File: config.mk
export PLATFORM = sky130hd
export DESIGN_NAME = fp_normalize_round_flat
export DESIGN_NICKNAME = d
export VERILOG_FILES = /design/src/rtl/fp_normalize_round_if.sv /design/src/rtl/fp_normalize_round.sv /design/src/flat_wrapper.sv
export SDC_FILE = /design/constraint.sdc
export NUM_CORES = 1
export LEC_CHECK = 0
export CORE_MARGIN = 3
export CORE_UTILIZATION = 50
export CTS_BUF_LIST = sky130_fd_sc_hd__clkbuf_16
export DETAILED_ROUTE_END_ITERATION = 10
export GPL_ROUTABILITY_DRIVEN = 0
export GPL_TIMING_DRIVEN = 0
export PLACE_DENSITY_LB_ADDON = 0.15
export SLEW_MARGIN = 20
export SYNTH_ARGS = -nofsm -noshare
export SYNTH_HDL_FRONTEND = slang
export SYNTH_SLANG_ARGS = --single-unit
File: constraint.sdc
create_clock -name clk -period 3.4 [get_ports clk]
set_input_delay 0.85 -clock clk [delete_from_list [all_inputs] [get_ports clk]]
set_output_delay 0.85 -clock clk [all_outputs]
set_load 0.01 [all_outputs]
File: src/rtl/fp_normalize_round_if.sv
// rtl/fp_normalize_round_if.sv - operand-in / result-out handshake bundle for the FP normalize/round stage
interface fp_normalize_round_if #(
    parameter int EXP_WIDTH = 8,
    parameter int MAN_WIDTH = 23
);
    logic                           in_valid;
    logic                           in_ready;
    logic                           in_sign;
    logic [EXP_WIDTH-1:0]           in_exponent;
    logic [MAN_WIDTH+3:0]           in_sum;
    logic                           in_sticky;
    logic                           out_valid;
    logic                           out_ready;
    logic [EXP_WIDTH+MAN_WIDTH:0]   out_result;
    logic                           out_overflow;
    logic                           out_underflow;

    modport master (
        output in_valid, in_sign, in_exponent, in_sum, in_sticky, out_ready,
        input  in_ready, out_valid, out_result, out_overflow, out_underflow
    );

    modport slave (
        input  in_valid, in_sign, in_exponent, in_sum, in_sticky, out_ready,
        output in_ready, out_valid, out_result, out_overflow, out_underflow
    );
endinterface

File: src/rtl/fp_normalize_round.sv
// rtl/fp_normalize_round.sv - FP adder normalize + round-to-nearest-even + pack; NORM_LZC_EN selects one-cycle LZC shift
module fp_normalize_round #(
    parameter int EXP_WIDTH = 8,
    parameter int MAN_WIDTH = 23
) (
    input  logic               clk,
    input  logic               reset_n,
    fp_normalize_round_if.slave bus
);
    localparam int SW = MAN_WIDTH + 4;
    localparam int EW = EXP_WIDTH + 1;
    localparam int RW = 1 + EXP_WIDTH + MAN_WIDTH;
    localparam logic [EW-1:0] EXP_MAX = {1'b0, {EXP_WIDTH{1'b1}}};
    localparam logic [EW-1:0] EXP_ONE = EW'(1);

    typedef enum logic [2:0] {IDLE, LOAD, SHIFT, ROUND, DONE} state_t;

    state_t          state_q, state_d;
    logic [SW-1:0]   man_q, man_d;
    logic [EW-1:0]   exp_q, exp_d;
    logic            sticky_q, sticky_d;
    logic            sign_q, sign_d;
    logic [RW-1:0]   result_q, result_d;
    logic            ovf_q, ovf_d;
    logic            unf_q, unf_d;

    logic                 rnd_inc;
    logic [MAN_WIDTH:0]   frac_sum;
    logic [EW-1:0]        exp_rnd;
`ifdef NORM_LZC_EN
    logic [EW-1:0]        lz;
    logic [EW-1:0]        shamt;
    logic [SW-1:0]        man_sh;
`endif

    always_comb begin
        state_d  = state_q;
        man_d    = man_q;
        exp_d    = exp_q;
        sticky_d = sticky_q;
        sign_d   = sign_q;
        result_d = result_q;
        ovf_d    = ovf_q;
        unf_d    = unf_q;

        // Hidden bit is guaranteed set in ROUND, so only the fraction is incremented;
        // its carry-out means the mantissa rolled over to 2.0.
        rnd_inc  = man_q[1] & (man_q[0] | sticky_q | man_q[2]);
        frac_sum = {1'b0, man_q[SW-3:2]} + (MAN_WIDTH+1)'(rnd_inc);
        exp_rnd  = exp_q + EW'(frac_sum[MAN_WIDTH]);

`ifdef NORM_LZC_EN
        lz = EW'(SW - 1);
        for (int i = 0; i < SW - 1; i++) begin
            if (man_q[i]) lz = EW'(SW - 2 - i);
        end
        // Clamp so the exponent never drops below 1.
        if (exp_q <= EXP_ONE)           shamt = '0;
        else if (lz > exp_q - EXP_ONE)  shamt = exp_q - EXP_ONE;
        else                            shamt = lz;
        man_sh = man_q << shamt;
`endif

        case (state_q)
            IDLE: begin
                if (bus.in_valid) begin
                    man_d    = bus.in_sum;
                    exp_d    = {1'b0, bus.in_exponent};
                    sticky_d = bus.in_sticky;
                    sign_d   = bus.in_sign;
                    result_d = '0;
                    ovf_d    = 1'b0;
                    unf_d    = 1'b0;
                    state_d  = LOAD;
                end
            end
            LOAD: begin
                if (man_q == '0 && !sticky_q) begin
                    result_d = '0;
                    state_d  = DONE;
                end else if (man_q[SW-1]) begin
                    man_d    = man_q >> 1;
                    sticky_d = sticky_q | man_q[0];
                    exp_d    = exp_q + EXP_ONE;
                    state_d  = ROUND;
                end else if (man_q[SW-2]) begin
                    state_d  = ROUND;
                end else begin
                    state_d  = SHIFT;
                end
            end
            SHIFT: begin
`ifdef NORM_LZC_EN
                if (man_sh[SW-2]) begin
                    man_d   = man_sh;
                    exp_d   = exp_q - shamt;
                    state_d = ROUND;
                end else begin
                    result_d = {sign_q, {(RW-1){1'b0}}};
                    unf_d    = 1'b1;
                    state_d  = DONE;
                end
`else
                if (exp_q <= EXP_ONE) begin
                    result_d = {sign_q, {(RW-1){1'b0}}};
                    unf_d    = 1'b1;
                    state_d  = DONE;
                end else begin
                    man_d = man_q << 1;
                    exp_d = exp_q - EXP_ONE;
                    if (man_q[SW-3]) state_d = ROUND;
                end
`endif
            end
            ROUND: begin
                if (exp_rnd >= EXP_MAX) begin
                    result_d = {sign_q, {EXP_WIDTH{1'b1}}, {MAN_WIDTH{1'b0}}};
                    ovf_d    = 1'b1;
                end else begin
                    result_d = {sign_q, exp_rnd[EXP_WIDTH-1:0], frac_sum[MAN_WIDTH-1:0]};
                end
                state_d = DONE;
            end
            DONE: begin
                if (bus.out_ready) state_d = IDLE;
            end
            default: state_d = IDLE;
        endcase
    end

    always_ff @(posedge clk or negedge reset_n) begin
        if (!reset_n) begin
            state_q  <= IDLE;
            man_q    <= '0;
            exp_q    <= '0;
            sticky_q <= 1'b0;
            sign_q   <= 1'b0;
            result_q <= '0;
            ovf_q    <= 1'b0;
            unf_q    <= 1'b0;
        end else begin
            state_q  <= state_d;
            man_q    <= man_d;
            exp_q    <= exp_d;
            sticky_q <= sticky_d;
            sign_q   <= sign_d;
            result_q <= result_d;
            ovf_q    <= ovf_d;
            unf_q    <= unf_d;
        end
    end

    assign bus.in_ready      = (state_q == IDLE);
    assign bus.out_valid     = (state_q == DONE);
    assign bus.out_result    = result_q;
    assign bus.out_overflow  = ovf_q;
    assign bus.out_underflow = unf_q;
endmodule

File: src/flat_wrapper.sv
// flat-port wrapper written by rule: the top's interface ports become plain ports
module fp_normalize_round_flat 
#(
    parameter int EXP_WIDTH = 8,
    parameter int MAN_WIDTH = 23
)
  (clk, reset_n, bus_in_valid, bus_in_sign, bus_in_exponent, bus_in_sum, bus_in_sticky, bus_out_ready, bus_in_ready, bus_out_valid, bus_out_result, bus_out_overflow, bus_out_underflow);
  fp_normalize_round_if #(.EXP_WIDTH(EXP_WIDTH), .MAN_WIDTH(MAN_WIDTH)) bus_i ();
  input  logic clk;
  input  logic reset_n;
  input wire logic [$bits(bus_i.in_valid)-1:0] bus_in_valid;
  input wire logic [$bits(bus_i.in_sign)-1:0] bus_in_sign;
  input wire logic [$bits(bus_i.in_exponent)-1:0] bus_in_exponent;
  input wire logic [$bits(bus_i.in_sum)-1:0] bus_in_sum;
  input wire logic [$bits(bus_i.in_sticky)-1:0] bus_in_sticky;
  input wire logic [$bits(bus_i.out_ready)-1:0] bus_out_ready;
  output wire logic [$bits(bus_i.in_ready)-1:0] bus_in_ready;
  output wire logic [$bits(bus_i.out_valid)-1:0] bus_out_valid;
  output wire logic [$bits(bus_i.out_result)-1:0] bus_out_result;
  output wire logic [$bits(bus_i.out_overflow)-1:0] bus_out_overflow;
  output wire logic [$bits(bus_i.out_underflow)-1:0] bus_out_underflow;
  assign bus_i.in_valid = bus_in_valid;
  assign bus_i.in_sign = bus_in_sign;
  assign bus_i.in_exponent = bus_in_exponent;
  assign bus_i.in_sum = bus_in_sum;
  assign bus_i.in_sticky = bus_in_sticky;
  assign bus_i.out_ready = bus_out_ready;
  assign bus_in_ready = bus_i.in_ready;
  assign bus_out_valid = bus_i.out_valid;
  assign bus_out_result = bus_i.out_result;
  assign bus_out_overflow = bus_i.out_overflow;
  assign bus_out_underflow = bus_i.out_underflow;
  fp_normalize_round #(.EXP_WIDTH(EXP_WIDTH), .MAN_WIDTH(MAN_WIDTH)) u_core (.clk(clk), .reset_n(reset_n), .bus(bus_i));
endmodule
# After elaboration in Yosys (flattened, before gate mapping)
# Index checks and enable logic that the tools add are counted.
# word_totals
register_bits,75
output_inout_bits,36
wordCells,80
# op_classes
addsub,4
magnitude_cmp,2
eq_ne,13
n_mux,32
n_bitwise,3
n_reduce_logical,17
# ops
cell,count
one-hot mux 32 bit (4 select lines),1
2-to-1 mux 32 bit,3
2-to-1 mux 27 bit,3
one-hot mux 27 bit (3 select lines),1
2-to-1 mux 9 bit,4
2-to-1 mux 31 bit,1
zero test 27 bit,1
one-hot mux 9 bit (3 select lines),1
2-to-1 mux 26 bit,1
adder 23 x 1 -> 24 bit,1
2-to-1 mux 3 bit,6
one-hot mux 3 bit (5 select lines),1
AND reduction 4 bit,3
adder 9 x 1 -> 9 bit,1
"adder 9 x 1 -> 9 bit, second input constant",1
"greater-or-equal comparator 9 x 8 -> 1 bit, second input constant",1
"less-or-equal comparator 9 x 1 -> 1 bit, second input constant",1
AND reduction 3 bit,3
"subtractor 9 x 1 -> 9 bit, second input constant",1
"inequality test 2 x 1 -> 1 bit, second input constant",4
"inequality test 2 bit, second input constant",4
2-to-1 mux 1 bit,7
"equality test 3 x 2 -> 1 bit, second input constant",2
one-hot mux 1 bit (2 select lines),3
other kinds (13),16

# Depth between registers and ports, before layout
# Gate-level depths: netlist (run 1).
# depth
word_depth,8
mapped_depth,13
ltp_nobuf,11

# Least setup slack after synthesis (run 1)
# Ideal clock, no wire load.
# synth_path
kind,flip-flop to flip-flop
start,register u_core.man_q[4]
end,register u_core.result_q[15] (netlist: u_core.bus.out_result[15])
arrival_ns,2.968
path_slack_ns,0.311
path_stages_with_launch,13
cell_sequence,dfrtp_1 > clkbuf_1 > nand4_1 > or2_2 > nor2_1 > and3_1 > ha_1 > nand3_1 > xor2_1 > or4_4 > o31a_1 > buf_6 > a32o_1
# synth_via
elab_chain_cells,5
word_cells_on_any_way,9
classes_between,add/sub: 2; order compare: 1; eq/ne: 1; mux: 2; reduce/logical: 3
# synth_rtl
element,line_no,rtl
"start, declared",fp_normalize_round.sv:19,"logic [SW-1:0] man_q, man_d;"
"start signal, assigned",fp_normalize_round.sv:143,man_q <= man_d;
adder 23 x 1 -> 24 bit,fp_normalize_round.sv:49,"frac_sum = {1'b0, man_q[SW-3:2]} + (MAN_WIDTH+1)'(rnd_inc);"
adder 9 x 1 -> 9 bit,fp_normalize_round.sv:50,exp_rnd = exp_q + EW'(frac_sum[MAN_WIDTH]);
greater-or-equal comparator 9 x 8 -> 1 bit,fp_normalize_round.sv:116,if (exp_rnd >= EXP_MAX) begin
2-to-1 mux 31 bit,fp_normalize_round.sv:116,
one-hot mux 32 bit (4 select lines),fp_normalize_round.sv:64,case (state_q)
"end signal, assigned",fp_normalize_round.sv:147,result_q <= result_d;
"end, declared",fp_normalize_round.sv:23,"logic [RW-1:0] result_q, result_d;"
# Several ways; a longest one is shown, not always the timed one.
# A chain may end at the register's enable or synchronous reset.

# Worst setup path in the final report (run 1)
# layout_path
start,register u_core.man_q[1]
end,register u_core.result_q[18] (netlist: u_core.bus.out_result[18])
# layout_via
elab_chain_cells,6
word_cells_on_any_way,10
classes_between,add/sub: 2; order compare: 1; eq/ne: 1; mux: 2; bitwise: 1; reduce/logical: 3
# layout_rtl
element,line_no,rtl
bitwise AND 1 bit,fp_normalize_round.sv:48,rnd_inc = man_q[1] & (man_q[0] | sticky_q | man_q[2]);
adder 23 x 1 -> 24 bit,fp_normalize_round.sv:49,
adder 9 x 1 -> 9 bit,fp_normalize_round.sv:50,
greater-or-equal comparator 9 x 8 -> 1 bit,fp_normalize_round.sv:116,
2-to-1 mux 31 bit,fp_normalize_round.sv:116,
one-hot mux 32 bit (4 select lines),fp_normalize_round.sv:64,
# Several ways; a longest one is shown, not always the timed one.

==> metrics.txt, run 1 <==
RSZ-0062 raised after global routing no; initial cell density of the core 52.3%; largest net degree at the start of global routing 54; hpwl dp 10500 um; fin worst setup slack roughly 0.14 ns; CP bufs+invs 1; post-synth top area share 38.3%; GRT Total Usage a little over a quarter; Final nets 666; Max-Cap Viols 0; Max Root-Sink Buffers 2; First-pass DRT Iterations 6; Die Area 0.0110 sq mm; Max Fanout on Critical Path 9; antenna viol nets, final 0; die height ~110 um; FMAX 307 MHz; status completed; Setup CP Type reg -> reg; worst IR drop on VDD 572 uV; Synth Register Bits 75; Crit path max-delay family simple AND/OR/NAND/NOR gates; CTS Sinks 75; via count a little under 5000; Req. time, crit path around 3.6 ns; Fillers 833; num rows 35; crit path DAT 3.47 ns; Power, Total between 6 and 7 mW; Worst Hold Class in -> async; fin crit period 3.26 ns; Synth area leaders dfrtp_1 38%, mux2_2 6.2%, o21ai_0 4.8%; depth of the CTS H-tree 3; fin crit share 95.8%; Post-route DRC 0; Final setup viols 0; Slew headroom 51.5%; area of the multi-input gates 0.00274 sq mm; die width 105 um; register area about 0.0019 sq mm; total gr overflow 0; Critical Path, Cell by Cell nand4_1 -> or2_2 -> nor2_1 -> and3_1 -> ha_1 -> nand3_1 -> xor2_1 -> or4_4 -> o31a_1 -> buf_6 -> a32o_1; layout cells sized above 1 16.2%; final slew viol count 0; Post-Syn Instances 531; Syn-to-layout area delta 26.1%; Post-Place Worst Slack -0.143 ns; global-route wire length before repair 23500 um; Starting DRT DRC Count 438; Worst-Margin Slew 0.725 ns; Post-synth EDFFs 0; wire per inst 19.4 um; Pleak 2.36 nW; slowest CP cell or4_4; Fin Setup TNS 0 ns; Post-Syn Area around 0.0049 sq mm; Worst setup SP type flip-flop; Final Skew 0.00905 ns; number of global-route vias before repair 4755; Mean Syn Cell Area 9.23 sq um; worst skew pair latency 0.33 ns; Root Buffer Master clkbuf_16; Cell variety after synth 68; final hold vios 0; register area share after synthesis 38.3%; asr flop ratio synth 100%; I/O pins 77; Port Buffer Count 76; Vias/cell 6.46; WL final 14600 um; ys flop type dfrtp_1; Pwr per Cell Area 1070 mW/mm^2; CTS buffer count 9; CTS tree done; clock edge transition at the registers on the reported setup and hold paths roughly 0.06 ns; core area 0.00937 sq mm; # diodes 0; hold_ws 0.426 ns; Ys Warns 0; Syn Nets ~580; CP peak stage delay 0.57 ns; cell type with the largest total area after synthesis dfrtp_1; antenna violations before repair 0; element type at the critical path end flip-flop
-- cell usage after synthesis, types with 7 or more instances --
cell and count:
a32o_1 7, nand4_1 12, o22ai_1 25, o21ai_0 47
buf_2 10, nand2_1 36, nor2_1 27, nor4_1 11
o31ai_1 18, inv_1 9, o221ai_1 25, dfrtp_1 75
a21oi_1 16, nor3_1 8, xnor2_1 16, xor2_1 12
nand3_1 10, mux2_2 27, clkbuf_1 38
-- cells in the final DEF, fill, tap and decap left out, types with 8 or more instances in the layout --
cell	count
clkdlybuf4s50_1	75
dfrtp_1	66
o21ai_0	47
nand2_1	36
nor2_1	27
mux2_2	27
clkbuf_1	26
o22ai_1	25
o221ai_1	25
o31ai_1	18
xnor2_1	16
a21oi_1	16
buf_4	14
nand4_1	12
xor2_1	12
buf_2	10
nor4_1	10
inv_1	9
nand3_1	9
clkbuf_16	9
dfrtp_2	9
nor3_1	8
-- worst register-to-register path, stage by stage, from the launching register on --
cell and delay, ns:
dfrtp_2 0.47, nand4_1 0.15, or2_2 0.36, nor2_1 0.17, and3_1 0.22, ha_1 0.23
nand3_1 0.11, xor2_1 0.18, or4_4 0.57, o31a_1 0.31, buf_6 0.14, a32o_1 0.24
-- worst paths after layout --
check / start / end / slack (ns) / cells after the start
setup / recovery: u_core.man_q[1] / u_core.bus.out_result[18] / 0.14 / 11
hold / removal: reset_n / u_core.bus.out_underflow / 0.43 / 1
setup reg to reg: u_core.man_q[1] / u_core.bus.out_result[18] / 0.14 / 11
hold reg to reg: u_core.bus.out_underflow / u_core.bus.out_underflow / 0.49 / 2
max in group asynchronous: reset_n / u_core.man_q[16] / 2.38 / 2
min in group clk: u_core.bus.out_underflow / u_core.bus.out_underflow / 0.49 / 2
-- registers in the layout (all words and copies together) (netlist names) --
signal	count
u_core.bus.out_overflow	1
u_core.bus.out_result	32
u_core.bus.out_underflow	1
u_core.exp_q	9
u_core.man_q	27
u_core.sign_q	1
u_core.state_q	3
u_core.sticky_q	1
-- metrics by stage --
stage,cells,instance area [sq um],util [%]
final,752,6180,66.0
after floorplan,531,4900,-
after global placement,736,5820,62.1
after CTS,743,6070,64.8
after detailed placement,737,5850,62.4
after global routing,752,6180,66.0
-- where the power goes --
group          internal [mW]  switching, mW
Clock                  0.485          0.384
Combinational           1.74           2.23
Sequential              1.34          0.463
-- layout make-up --
cell class | count | area share [%]
multi-input cells | 387 | 44.4
clock inverters | 6 | 0.526
plain buffers | 49 | 3.78
well taps | 129 | 2.61
clock buffers | 9 | 3.64
repair buffers | 87 | 13.9
inverters | 10 | 0.607
flip-flops and latches | 75 | 30.5
-- metal layers --
layer  wire [um]  part of all wire (%)  vias to the layer above  GRT usage [%]
met5           0                     0                        -              0
li1            -                     -                     2203              -
met3        1260                   8.7                       36           4.69
met1        6350                    44                     2371           36.8
met2        6630                    45                      251           39.6
met4         331                   2.3                        0           10.0
-- logic make-up after synthesis --
kind of cell	Yosys count	synth area share (%)
AO/OA/AOI/OAI	183	26.4
XOR/XNOR	29	5.34
adder cells (fa/ha/maj)	6	1.53
buffers and inverters	69	6.25
flip-flops	75	38.3
multiplexers	32	7.25
AND/OR/NAND/NOR	137	14.9
-- what timing repair did --
item                       in CTS  in global routing
gates resized for setup         2                 15
pin swaps                       0                  2
setup endpoints to repair      25                 28
setup buffers                   0                 10
hold buffers                    0                  0
Note: power is estimated with default switching activity, not from simulation.
==> run 2, diff against run 1 <==
--- a/config.mk
+++ b/config.mk
@@ -12,7 +12,6 @@
 export GPL_ROUTABILITY_DRIVEN = 0
 export GPL_TIMING_DRIVEN = 0
 export PLACE_DENSITY_LB_ADDON = 0.15
-export SLEW_MARGIN = 20
 export SYNTH_ARGS = -nofsm -noshare
 export SYNTH_HDL_FRONTEND = slang
 export SYNTH_SLANG_ARGS = --single-unit
==> results of run 2 <==
The final DEF is identical to that of run 1; final timing and power are the same.
